$ cat config.mk
export PLATFORM = sky130hd
export DESIGN_NAME = button_click_decoder_flat
export DESIGN_NICKNAME = d
export VERILOG_FILES = /design/src/rtl/button_click_decoder_if.sv /design/src/rtl/button_click_decoder.sv /design/src/flat_wrapper.sv
export SDC_FILE = /design/constraint.sdc
export NUM_CORES = 1
export LEC_CHECK = 0
export ABC_AREA = 1
export BUFFER_PORTS_ARGS = -buffer_cell sky130_fd_sc_hd__buf_2
export CORE_MARGIN = 5
export CORE_UTILIZATION = 53
export DETAILED_ROUTE_END_ITERATION = 6
export PLACE_DENSITY = 0.7
export SETUP_SLACK_MARGIN = 0.2
export SLEW_MARGIN = 10
export SYNTH_ARGS = -nofsm -noshare
export SYNTH_HDL_FRONTEND = slang
export SYNTH_SLANG_ARGS = --single-unit
$ cat constraint.sdc
create_clock -name clk -period 2.9 [get_ports clk]
set_input_delay 0.435 -clock clk [delete_from_list [all_inputs] [get_ports clk]]
set_output_delay 0.435 -clock clk [all_outputs]
set_load 0.03 [all_outputs]
$ cat src/rtl/button_click_decoder_if.sv
// Edge-pulse inputs and gesture-event outputs between the button front end and the click decoder.
// The front end drives the master side; the decoder implements the slave side.
interface button_click_decoder_if;
  logic i_rise;
  logic i_fall;
  logic o_single;
  logic o_double;
  logic o_long;
  logic o_pressed;

  modport master (
    output i_rise, i_fall,
    input  o_single, o_double, o_long, o_pressed
  );

  modport slave (
    input  i_rise, i_fall,
    output o_single, o_double, o_long, o_pressed
  );
endinterface

$ cat src/rtl/button_click_decoder.sv
// Classifies debounced press/release pulses into single click, double click and long press events.
// Time is measured in ms from a free-running tick; every output is registered.
module button_click_decoder #(
  parameter int TICK_DIV  = 100_000,
  parameter int LONG_MS   = 1000,
  parameter int DOUBLE_MS = 300
) (
  input logic                   clk,
  input logic                   reset,
  button_click_decoder_if.slave bus
);

  localparam int MAX_MS = (LONG_MS > DOUBLE_MS) ? LONG_MS : DOUBLE_MS;
  localparam int MS_W   = $clog2(MAX_MS + 1);
  localparam int TICK_W = $clog2(TICK_DIV);

  typedef enum logic [2:0] {
    IDLE,
    PRESS1,
    LONG_HOLD,
    GAP,
    PRESS2
  } state_t;

  state_t            state, next_state;
  logic [TICK_W-1:0] tick_cnt;
  logic [MS_W-1:0]   ms_cnt;
  logic              tick;
  logic              rise, fall;
  logic              long_hit, double_hit;
  logic              single_d, double_d, long_d, pressed_d;

  // Simultaneous press and release pulses carry no usable information, so both are dropped.
  assign rise = bus.i_rise & ~bus.i_fall;
  assign fall = bus.i_fall & ~bus.i_rise;

  assign tick       = (tick_cnt == TICK_W'(TICK_DIV - 1));
  assign long_hit   = tick && (ms_cnt == MS_W'(LONG_MS - 1));
  assign double_hit = tick && (ms_cnt == MS_W'(DOUBLE_MS - 1));

  // NOTE: sequential state uses non-blocking assignments so every register samples pre-edge values.
  always_ff @(posedge clk) begin
    if (reset) begin
      tick_cnt <= '0;
    end else if (tick) begin
      tick_cnt <= '0;
    end else begin
      tick_cnt <= tick_cnt + TICK_W'(1);
    end
  end

  always_ff @(posedge clk) begin
    if (reset) begin
      state <= IDLE;
    end else begin
      state <= next_state;
    end
  end

  // NOTE: next_state is defaulted before the case so no path leaves it unassigned (no latch).
  always_comb begin
    next_state = state;
    case (state)
      IDLE:      if (rise) next_state = PRESS1;
      PRESS1:    if (fall) next_state = GAP;
                 else if (long_hit) next_state = LONG_HOLD;
      LONG_HOLD: if (fall) next_state = IDLE;
      GAP:       if (rise) next_state = PRESS2;
                 else if (double_hit) next_state = IDLE;
      PRESS2:    if (fall) next_state = IDLE;
      default:   next_state = IDLE;
    endcase
  end

  // Edge pulses take priority over a coincident threshold tick.
  always_comb begin
    single_d  = (state == GAP) && !rise && double_hit;
    double_d  = (state == PRESS2) && fall;
    long_d    = (state == PRESS1) && !fall && long_hit;
    pressed_d = (next_state == PRESS1) || (next_state == LONG_HOLD) || (next_state == PRESS2);
  end

  always_ff @(posedge clk) begin
    if (reset) begin
      ms_cnt <= '0;
    end else if (next_state != state) begin
      ms_cnt <= '0;
    end else if (tick && (state == PRESS1 || state == GAP) && ms_cnt != MS_W'(MAX_MS)) begin
      ms_cnt <= ms_cnt + MS_W'(1);
    end
  end

  always_ff @(posedge clk) begin
    if (reset) begin
      bus.o_single  <= 1'b0;
      bus.o_double  <= 1'b0;
      bus.o_long    <= 1'b0;
      bus.o_pressed <= 1'b0;
    end else begin
      bus.o_single  <= single_d;
      bus.o_double  <= double_d;
      bus.o_long    <= long_d;
      bus.o_pressed <= pressed_d;
    end
  end

endmodule
$ cat src/flat_wrapper.sv
// flat-port wrapper written by rule: the top's interface ports become plain ports
module button_click_decoder_flat 
#(
  parameter int TICK_DIV  = 100_000,
  parameter int LONG_MS   = 1000,
  parameter int DOUBLE_MS = 300
)
  (clk, reset, bus_i_rise, bus_i_fall, bus_o_single, bus_o_double, bus_o_long, bus_o_pressed);
  button_click_decoder_if bus_i ();
  input logic clk;
  input logic reset;
  input wire logic [$bits(bus_i.i_rise)-1:0] bus_i_rise;
  input wire logic [$bits(bus_i.i_fall)-1:0] bus_i_fall;
  output wire logic [$bits(bus_i.o_single)-1:0] bus_o_single;
  output wire logic [$bits(bus_i.o_double)-1:0] bus_o_double;
  output wire logic [$bits(bus_i.o_long)-1:0] bus_o_long;
  output wire logic [$bits(bus_i.o_pressed)-1:0] bus_o_pressed;
  assign bus_i.i_rise = bus_i_rise;
  assign bus_i.i_fall = bus_i_fall;
  assign bus_o_single = bus_i.o_single;
  assign bus_o_double = bus_i.o_double;
  assign bus_o_long = bus_i.o_long;
  assign bus_o_pressed = bus_i.o_pressed;
  button_click_decoder #(.TICK_DIV(TICK_DIV), .LONG_MS(LONG_MS), .DOUBLE_MS(DOUBLE_MS)) u_core (.clk(clk), .reset(reset), .bus(bus_i));
endmodule
==> results of run 1 <==
==> stage by stage <==
step	worst slack [ns]	util [%]	std cells	area, um^2
after floorplan	1.28	-	268	1960
after global placement	1.04	56.3	321	2050
after detailed placement	0.910	56.3	321	2050
after CTS	0.894	59.4	328	2160
after global routing	0.656	59.4	328	2160
final	0.929	59.4	328	2160
==> worst max-delay path, delay by kind of cell, from the launching register on <==
family          cells  cell delay, ns
simple gates        6            0.77
buf+inv             3            0.41
fa+ha+maj           1            0.18
flops               1            0.35
compound gates      2            0.15
==> cell usage in the layout, fill, tap and decap left out, drive strengths merged <==
cell,n
nand3,20
a21o,1
a31oi,1
o21ai,7
buf,7
nand2,57
bufinv,1
nand4,12
nor2,37
clkbuf,6
inv,39
ha,3
dfxtp,34
a21oi,13
xor2,10
nor3,22
or2,1
xnor2,3
nor3b,1
nor4,4
clkinv,1
==> worst max-delay path by stage <==
stage / endpoint / startpoint
3_5_place_dp: u_core.tick_cnt[15] / u_core.tick_cnt[0]
3_3_place_gp: u_core.tick_cnt[15] / u_core.tick_cnt[0]
6_report: u_core.tick_cnt[15] / u_core.tick_cnt[0]
4_1_cts: u_core.tick_cnt[15] / u_core.tick_cnt[0]
5_1_grt: u_core.tick_cnt[15] / u_core.tick_cnt[0]
2_1_floorplan: u_core.tick_cnt[11] / u_core.tick_cnt[0]
==> layer usage <==
layer	share of wire, %	global-route usage (%)	vias to the layer above
li1	-	-	896
met1	49	20.1	734
met2	46	26.4	23
met3	3.7	4.69	8
met4	1.8	6.26	0
met5	0	0	-
==> logic make-up after synthesis <==
logic type               count (synthesis)  share of synthesized area (%)
XOR/XNOR                                13                           5.81
buffers and inverters                   42                           8.10
adder cells (fa/ha/maj)                  3                           1.91
AO/OA/AOI/OAI                           22                           6.19
flip-flops                              34                           34.7
AND/OR/NAND/NOR                        154                           43.3
==> registers in the layout, summed over array words and instances (netlist names) <==
register,cells
u_core.ms_cnt,10
u_core.state,3
u_core.bus.o_double,1
u_core.bus.o_long,1
u_core.bus.o_single,1
u_core.bus.o_pressed,1
u_core.tick_cnt,17
==> power breakdown <==
| part | switching, uW | internal (uW) |
|---|---|---|
| Combinational | 46.3 | 16.9 |
| Clock | 174 | 275 |
| Sequential | 4.45 | 473 |
==> cell type report <==
cell class | count | area [um^2]
fill | 350 | 1470
multi-input combinational | 192 | 1120
sequential | 34 | 681
inverter | 40 | 150
clock buffer | 6 | 82.6
tap | 48 | 60.1
timing repair buffer | 7 | 35.0
clock inverter | 1 | 30.0
==> results.yml, run 1 <==
min_path:
  hold-path-endpoint: "u_core.state[0]"
  whs_path_depth: 2
  hold_start: "reset"
  holdCritPathClass: "input port to register"
yosys:
  avgSynthCellArea_um2: 7.32
  synth_nets: 275
  synth_enable_flop_cells: 0
  synth_ff_type: "dfxtp_1"
  yosysSeqAreaShare_pct: 34.7
  synth_area_mm2: 0.00196
  async_flop_share_pct: 0
  synth_most_common_cell: "nand2_1"
  synthTopCellsByArea: "dfxtp_1 (35%), nand2_1 (9.6%), inv_1 (6.7%), nor2_1 (5.7%), nor3_2 (5.6%)"
  synth_top_area_share_pct: 34.7
  synth.largest_area_cell: "dfxtp_1"
  synthTopCellsByCount: "nand2_1 (50), inv_1 (35), dfxtp_1 (34)"
  syn_inst: 268
  ys_ff_latch: 34
  yosys_warnings: 0
  ys_types: 33
place:
  dp_hpwl_mm: 2.70
  port_buffers: 7
  gp_congestion: 0.840
timing:
  timing.final.crit_period_ns: 1.97
  max_clock_freq_mhz: 507
  min_period_over_period_pct: 68.0
  fin_skew_ns: 0.00882
  finalSetupViolCount: 0
  fin_tns_setup_ns: 0
  slew_headroom_pct: 75.1
  drv_slew: 0
  holdWs_ns: 0.430
  tightest_slew_ns: 0.371
  rsz0062_at_grt: "false"
  finalHoldViolCount: 0
cts:
  cts-root-buf: "clkbuf_8"
  cts_tree: "done"
  cts_inserted_buffers: 5
  cts_buffer_depth: 2
  hold_buffers: 0
  cts_resized: 0
  cts_setup_buffers: 0
  htreeDepth: 2
  insertion_delay_ns: 0.29
  clkSlewWorstSetupHoldPaths_ns: 0.07
  clock-sinks: 34
floorplanning:
  coreArea_mm2: 0.00363
  start_util_pct: 54.0
  die_area_mm2: 0.00502
  fp.dieW_um: 70.8
  fp.dieH_um: 70.8
  placementRows: 22
  boundaryPins: 8
drt:
  drt_pre_antenna_iters: 4
  viasPerCell: 5.06
  wl_per_cell_um: 11.2
  vias: 1661
  drc_errors: 0
  first_iter_violations: 80
  ant_nets: 0
  drt_wl_total_mm: 3.67
grt:
  grt_pass1_vias: 1502
  grt_antenna_before_repair: 0
  grt_overflow: 0
  grt_pass1_wl_mm: 6.52
  grt_max_degree: 12
  grt_use_total_pct: 16.2
finish:
  fin_nets: 287
  drive_gt1_share_pct: 19.3
  area_growth_pct: 10.1
  n_antenna_cell: 0
worst_setup_path:
  crit_path_frequent_cell: "inv_1"
  crit_path_start_kind: "register"
  worstPathCellList: "ha_1 > nand2_1 > inv_1 > nand2_2 > nor3_1 > nand2_1 > nor2_4 > nor2_2 > inv_1 > a21oi_1 > o21ai_0 > inv_1"
  required_ns: 3.09
  cpMaxStageDelayCell: "dfxtp_1"
  critPathCaptureType: "register"
  regToRegSetupSlack_ns: 0.93
  regToRegStartpoint: "u_core.tick_cnt[0]"
  critPathMaxFanout: 11
  worstPathArrival_ns: 2.16
  worst_r2r_path_depth: 12
  r2r-end: "u_core.tick_cnt[15]"
  slowest_delay_ns: 0.35
  path_class: "register to register"
flow_run:
  cap_violations: 0
pwr:
  p_leak_uw: 0.000820
  max-vdd-ir-drop_v: 0.000280
  power_density_mw_per_mm2: 459
  power.total_uw: 990
outcome:
  status: "complete, no violations"
Power figures use the tool's default switching activity.
==> inputs of run 2 (changes only) <==
- ABC_AREA: 1 -> 0
- PLACE_DENSITY: 0.7 -> 0.73
- clock period: 2.9 -> 1.8 ns (I/O delays scaled with it)
==> run 2 against run 1 <==
Sequential power is 62% higher. Largest cell class unchanged. Largest power group unchanged. Wire length is 13% higher. Setup slack worse by 0.85 ns. Maximum frequency is 15% higher. Critical endpoint is now u_core.ms_cnt[4]. Cell count is 13% lower. Highest routed layer unchanged. Area after synthesis is 8.2% lower. Hold slack worse by 0.23 ns. Sequential cell count stayed put.
==> results.yml, run 2 <==
finish:
  n_antenna_cell: 0
  mostFrequentLayoutCell: "nor2_1"
  fin_nets: 245
  reg_top3: "u_core.tick_cnt: 17 flops, u_core.ms_cnt: 10 flops, u_core.state: 3 flops"
  drive_gt1_share_pct: 35.1
  area_growth_pct: 30.2
  multi_input_area_mm2: 0.00120
  ff_latch_area_um2: 699
  fill_cells: 248
  largest_reg_flops: 17
  final_cell_mix: "nor2_1 (24), dfxtp_1 (23), buf_4 (22), xnor2_1 (16), nand2_1 (12)"
  regMostFlops: "u_core.tick_cnt"
drt:
  drt_pre_antenna_iters: 4
  drc_errors: 0
  ant_nets: 0
  wl_per_cell_um: 14.6
  drt_wl_total_mm: 4.17
  first_iter_violations: 95
  viasPerCell: 5.59
  vias: 1594
worst_setup_path:
  path_class: "register to register"
  crit_path_start_kind: "register"
  critPathCaptureType: "register"
  worstPathArrival_ns: 1.98
  required_ns: 2.06
  critPathMaxFanout: 4
yosys:
  synth_ff_type: "dfxtp_1"
  yosysSeqAreaShare_pct: 37.8
  syn_inst: 206
  synthTopCellsByCount: "dfxtp_1 (34), nor2_1 (24), xnor2_1 (16)"
  ys_types: 48
  yosys_warnings: 0
  synth_top_area_share_pct: 37.8
  avgSynthCellArea_um2: 8.74
  synth.largest_area_cell: "dfxtp_1"
  synth_nets: 213
  synth_most_common_cell: "dfxtp_1"
  synth_area_mm2: 0.00180
  synthTopCellsByArea: "dfxtp_1 (38%), xnor2_1 (7.8%), nor2_1 (5.0%), nor3_1 (3.3%), nand2_1 (2.7%)"
  ys_ff_latch: 34
  async_flop_share_pct: 0
  synth_enable_flop_cells: 0
floorplanning:
  start_util_pct: 54.4
  placementRows: 21
  fp.dieW_um: 68.3
  coreArea_mm2: 0.00331
  die_area_mm2: 0.00466
  fp.dieH_um: 68.3
  boundaryPins: 8
cts:
  hold_buffers: 0
  htreeDepth: 2
  cts_inserted_buffers: 5
  cts-root-buf: "clkbuf_4"
  insertion_delay_ns: 0.34
  clock-sinks: 34
  cts_tree: "done"
  clkSlewWorstSetupHoldPaths_ns: 0.11
  cts_buffer_depth: 2
pwr:
  p_seq_share_pct: 52.7
  comb_power_share_pct: 9.0
  max-vdd-ir-drop_v: 0.000409
  power.switching_uw: 352
  intPower_uw: 1110
  pwr-share-clk_pct: 38.3
  swShare_pct: 24.0
  p_leak_uw: 0.000893
  power_density_mw_per_mm2: 625
timing:
  fin_skew_ns: 0.00717
  setup_slack_ns: 0.0800
  finalHoldViolCount: 0
  finalSetupViolCount: 0
  drv_slew: 0
  slew_headroom_pct: 71.6
  holdWs_ns: 0.199
  max_clock_freq_mhz: 581
  min_period_over_period_pct: 95.6
  tightest_slew_ns: 0.424
  timing.final.crit_period_ns: 1.72
  rsz0062_at_grt: "true"
outcome:
  status: "complete, no violations"
place:
  gp_congestion: 0.893
  dp_hpwl_mm: 2.70
  port_buffers: 7
  place_ws_ns: -0.0152
grt:
  grt_pass1_wl_mm: 6.62
  grt_pass1_vias: 1471
  grt_use_total_pct: 19.0
  grt_overflow: 0
  grt_antenna_before_repair: 0
  grt_max_degree: 18
flow_run:
  cap_violations: 0
min_path:
  holdCritPathClass: "input port to register"
## run 2: cell types whose count changed in the layout (fill, tap and decap cells not counted), sizes merged, moves of 4 or more
| cell | change |
|---|---|
| a21oi | -7 |
| and3 | +5 |
| and4 | +4 |
| buf | +27 |
| inv | -30 |
| nand2 | -44 |
| nand3 | -14 |
| nand4 | -5 |
| nor2 | -13 |
| nor3 | -7 |
| or3 | +6 |
| xnor2 | +13 |
| xor2 | -5 |
## run 2: metal layers
metal	vias to the layer above	global-route usage, %	share of wire (%)
met3	6	5.42	3.6
met2	36	32.7	52
li1	794	-	-
met1	758	22.1	43
met5	-	0	0
met4	0	6.95	1.4
## run 2: power groups by stage
stage          Sequential, uW  Combinational, uW  Clock [uW]
2_1_floorplan             792               78.0           0
3_3_place_gp              791                109           0
3_5_place_dp              792                113           0
4_1_cts                   775                128         571
5_1_grt                   774                142         607
6_report                  773                131         561
## run 2: metrics by stage
stage	setup TNS [ns]	power, uW	instances	utilization [%]	instance area, um^2
3_3_place_gp	0	900	261	60.7	2010
2_1_floorplan	0	870	206	-	1880
4_1_cts	0	1470	281	67.8	2240
5_1_grt	-0.0177	1520	285	70.8	2340
3_5_place_dp	-0.0152	905	261	60.7	2010
6_report	0	1470	285	70.8	2340
## run 2: cell families after synthesis
logic type,after synthesis,share of synthesized area (%)
buffers and inverters,18,4.86
adder cells (fa/ha/maj),3,2.09
AO/OA/AOI/OAI,24,9.94
flip-flops,34,37.8
AND/OR/NAND/NOR,105,34.5
XOR/XNOR,21,10.2
multiplexers,1,0.556
## run 2: what timing repair did
| item | CTS | global route |
|---|---|---|
| pin swaps | 12 | 8 |
| setup endpoints to repair | 12 | 17 |
| resized for setup | 18 | 18 |
| buffers inserted | 12 | 4 |
## run 2: cell type report
cell class | count | area share (%)
Multi-Input combinational cell | 154 | 51.2
Sequential cell | 34 | 29.8
Inverter | 9 | 1.44
Tap cell | 46 | 2.45
Clock inverter | 1 | 1.28
Clock buffer | 7 | 1.92
Timing Repair Buffer | 34 | 11.8
## run 2: worst paths after layout
path	start	to	slack [ns]	cells after the start
max	u_core.ms_cnt[0]	u_core.ms_cnt[4]	0.08	8
min	reset	u_core.state[1]	0.20	2
max reg2reg	u_core.ms_cnt[0]	u_core.ms_cnt[4]	0.08	8
min reg2reg	u_core.tick_cnt[0]	u_core.tick_cnt[0]	0.44	1
## run 2: critical path: stages, from the launching register on
cell and delay, ns:
dfxtp_2 0.35, inv_2 0.08, ha_4 0.12, nand3b_1 0.12, o41ai_4 0.40, buf_4 0.21, nor3_4 0.04, xnor2_1 0.12
nor3_1 0.19
==> inputs of run 3 (changes only) <==
- CORE_UTILIZATION: 53 -> 54
- PLACE_DENSITY: 0.73 -> 0.74
==> run 3 against run 2 <==
Maximum frequency down 2.5%. Global-route usage up 1.7 points. Total power up 12%. Design area up 3.3%. Utilization up 2.9 points. Sequential share of layout area down 0.85 points. Cell count down 0.70%. Sequential power about the same. First-iteration DRC count up 51%. Clock power up 32%. Clock skew up 0.0093 ns. Critical path type unchanged. Largest cell class unchanged.
==> results.yml, run 3 (same netlist as run 2, synthesis figures left out) <==
grt:
  grt_pass1_vias: 1597
  grt_pass1_wl_mm: 7.02
  grt_antenna_before_repair: 0
  grt_use_total_pct: 20.7
  grt_overflow: 0
  grt_max_degree: 18
drt:
  ant_nets: 0
  drt_pre_antenna_iters: 4
  drc_errors: 0
  drt_wl_total_mm: 4.45
  vias: 1633
  first_iter_violations: 143
  viasPerCell: 5.77
  wl_per_cell_um: 15.7
finish:
  area_growth_pct: 34.5
  regMostFlops: "u_core.tick_cnt"
  drive_gt1_share_pct: 36.3
  largest_reg_flops: 17
  mostFrequentLayoutCell: "dfxtp_1"
  fin_util_pct: 73.8
  n_antenna_cell: 0
  final_cell_mix: "dfxtp_1 (23), nor2_1 (19), buf_4 (18), xnor2_1 (16), nand2_1 (13)"
  fin_nets: 243
  reg_top3: "u_core.tick_cnt: 17 flops, u_core.ms_cnt: 10 flops, u_core.state: 3 flops"
pwr:
  max-vdd-ir-drop_v: 0.000566
  intPower_uw: 1290
  p_seq_share_pct: 46.7
  pwr-share-clk_pct: 45.1
  swShare_pct: 21.9
  p_leak_uw: 0.000932
  power.switching_uw: 361
  power_density_mw_per_mm2: 680
  comb_power_share_pct: 8.2
worst_setup_path:
  required_ns: 2.04
  slowest_delay_ns: 0.36
  critPathCaptureType: "register"
  critPathMaxFanout: 6
  worstPathArrival_ns: 2.01
  worstPathCellList: "nor4b_4 > nand4_4 > buf_8 > nor3_4 > a21o_1 > a31oi_1"
  crit_path_start_kind: "register"
  cpMaxStageDelayCell: "dfxtp_4"
  path_class: "register to register"
floorplanning:
  die_area_mm2: 0.00459
  start_util_pct: 54.8
  fp.dieH_um: 67.7
  placementRows: 21
  fp.dieW_um: 67.7
  boundaryPins: 8
  coreArea_mm2: 0.00328
place:
  gp_congestion: 0.900
  port_buffers: 7
  place_ws_ns: -0.0500
  dp_hpwl_mm: 2.70
cts:
  clock-sinks: 34
  insertion_delay_ns: 0.35
  htreeDepth: 2
  cts-root-buf: "clkbuf_4"
  cts_inserted_buffers: 5
  cts_tree: "done"
  clkSlewWorstSetupHoldPaths_ns: 0.12
  cts_buffer_depth: 2
timing:
  tightest_slew_ns: 0.480
  holdWs_ns: 0.203
  finalSetupViolCount: 0
  fin_skew_ns: 0.0165
  rsz0062_at_grt: "true"
  min_period_over_period_pct: 98.0
  timing.final.crit_period_ns: 1.76
  slew_headroom_pct: 67.9
  drv_slew: 0
  finalHoldViolCount: 0
  max_clock_freq_mhz: 567
  setup_slack_ns: 0.0367
min_path:
  holdCritPathClass: "input port to register"
flow_run:
  cap_violations: 0
outcome:
  status: "complete, no violations"
[run 3: path summary, 6_finish.rpt]
check	slack, ns	cells past startpoint	start	endpoint
worst max-delay path	0.04	6	u_core.tick_cnt[12]	u_core.state[0]
worst min-delay path	0.20	2	reset	u_core.state[2]
worst max register to register	0.04	6	u_core.tick_cnt[12]	u_core.state[0]
worst min register to register	0.44	1	u_core.tick_cnt[0]	u_core.tick_cnt[0]
[run 3: what timing repair did]
item / in CTS / in global routing
setup buffers: 9 / 2
gates cloned: 1 / 2
pin swaps: 19 / 7
hold buffers: 0 / 0
resized for setup: 29 / 16
endpoints found under the setup margin: 13 / 30
[run 3: critical path, delay by kind of cell (launching register included)]
family                 cells  cell delay [ns]
AOI/OAI and AO/OA          2             0.26
DFF                        1             0.36
and+or+nand+nor            3             0.80
buffers and inverters      1             0.24
[run 3: metal layers]
layer	GRT usage (%)	vias to the layer above	wire length [um]
li1	-	797	-
met1	22.5	784	1760
met2	35.4	39	2380
met3	5.99	13	176
met4	12.2	0	125
met5	0	-	0
[run 3: power by group through the flow]
stage | sequential [uW] | clock [uW] | combinational, uW
floorplan | 792 | 0 | 78.0
global placement | 791 | 0 | 109
detailed placement | 791 | 0 | 112
CTS | 771 | 760 | 124
global route | 772 | 795 | 144
finish | 770 | 743 | 135
[run 3: through the flow]
step | power (uW) | std cells | TNS [ns] | area (um^2)
2_1_floorplan | 870 | 206 | 0 | 1880
3_3_place_gp | 900 | 261 | 0 | 2010
3_5_place_dp | 903 | 261 | -0.0857 | 2010
4_1_cts | 1660 | 279 | 0 | 2330
5_1_grt | 1710 | 283 | -0.216 | 2420
6_report | 1650 | 283 | 0 | 2420
[run 3: final cells by class]
| class | instances | area, um^2 |
|---|---|---|
| Timing Repair Buffer | 32 | 280 |
| Clock inverter | 2 | 60.1 |
| Fill cell | 225 | 862 |
| Inverter | 9 | 33.8 |
| Sequential cell | 34 | 702 |
| Clock buffer | 6 | 51.3 |
| Tap cell | 46 | 57.6 |
| Multi-Input combinational cell | 154 | 1240 |
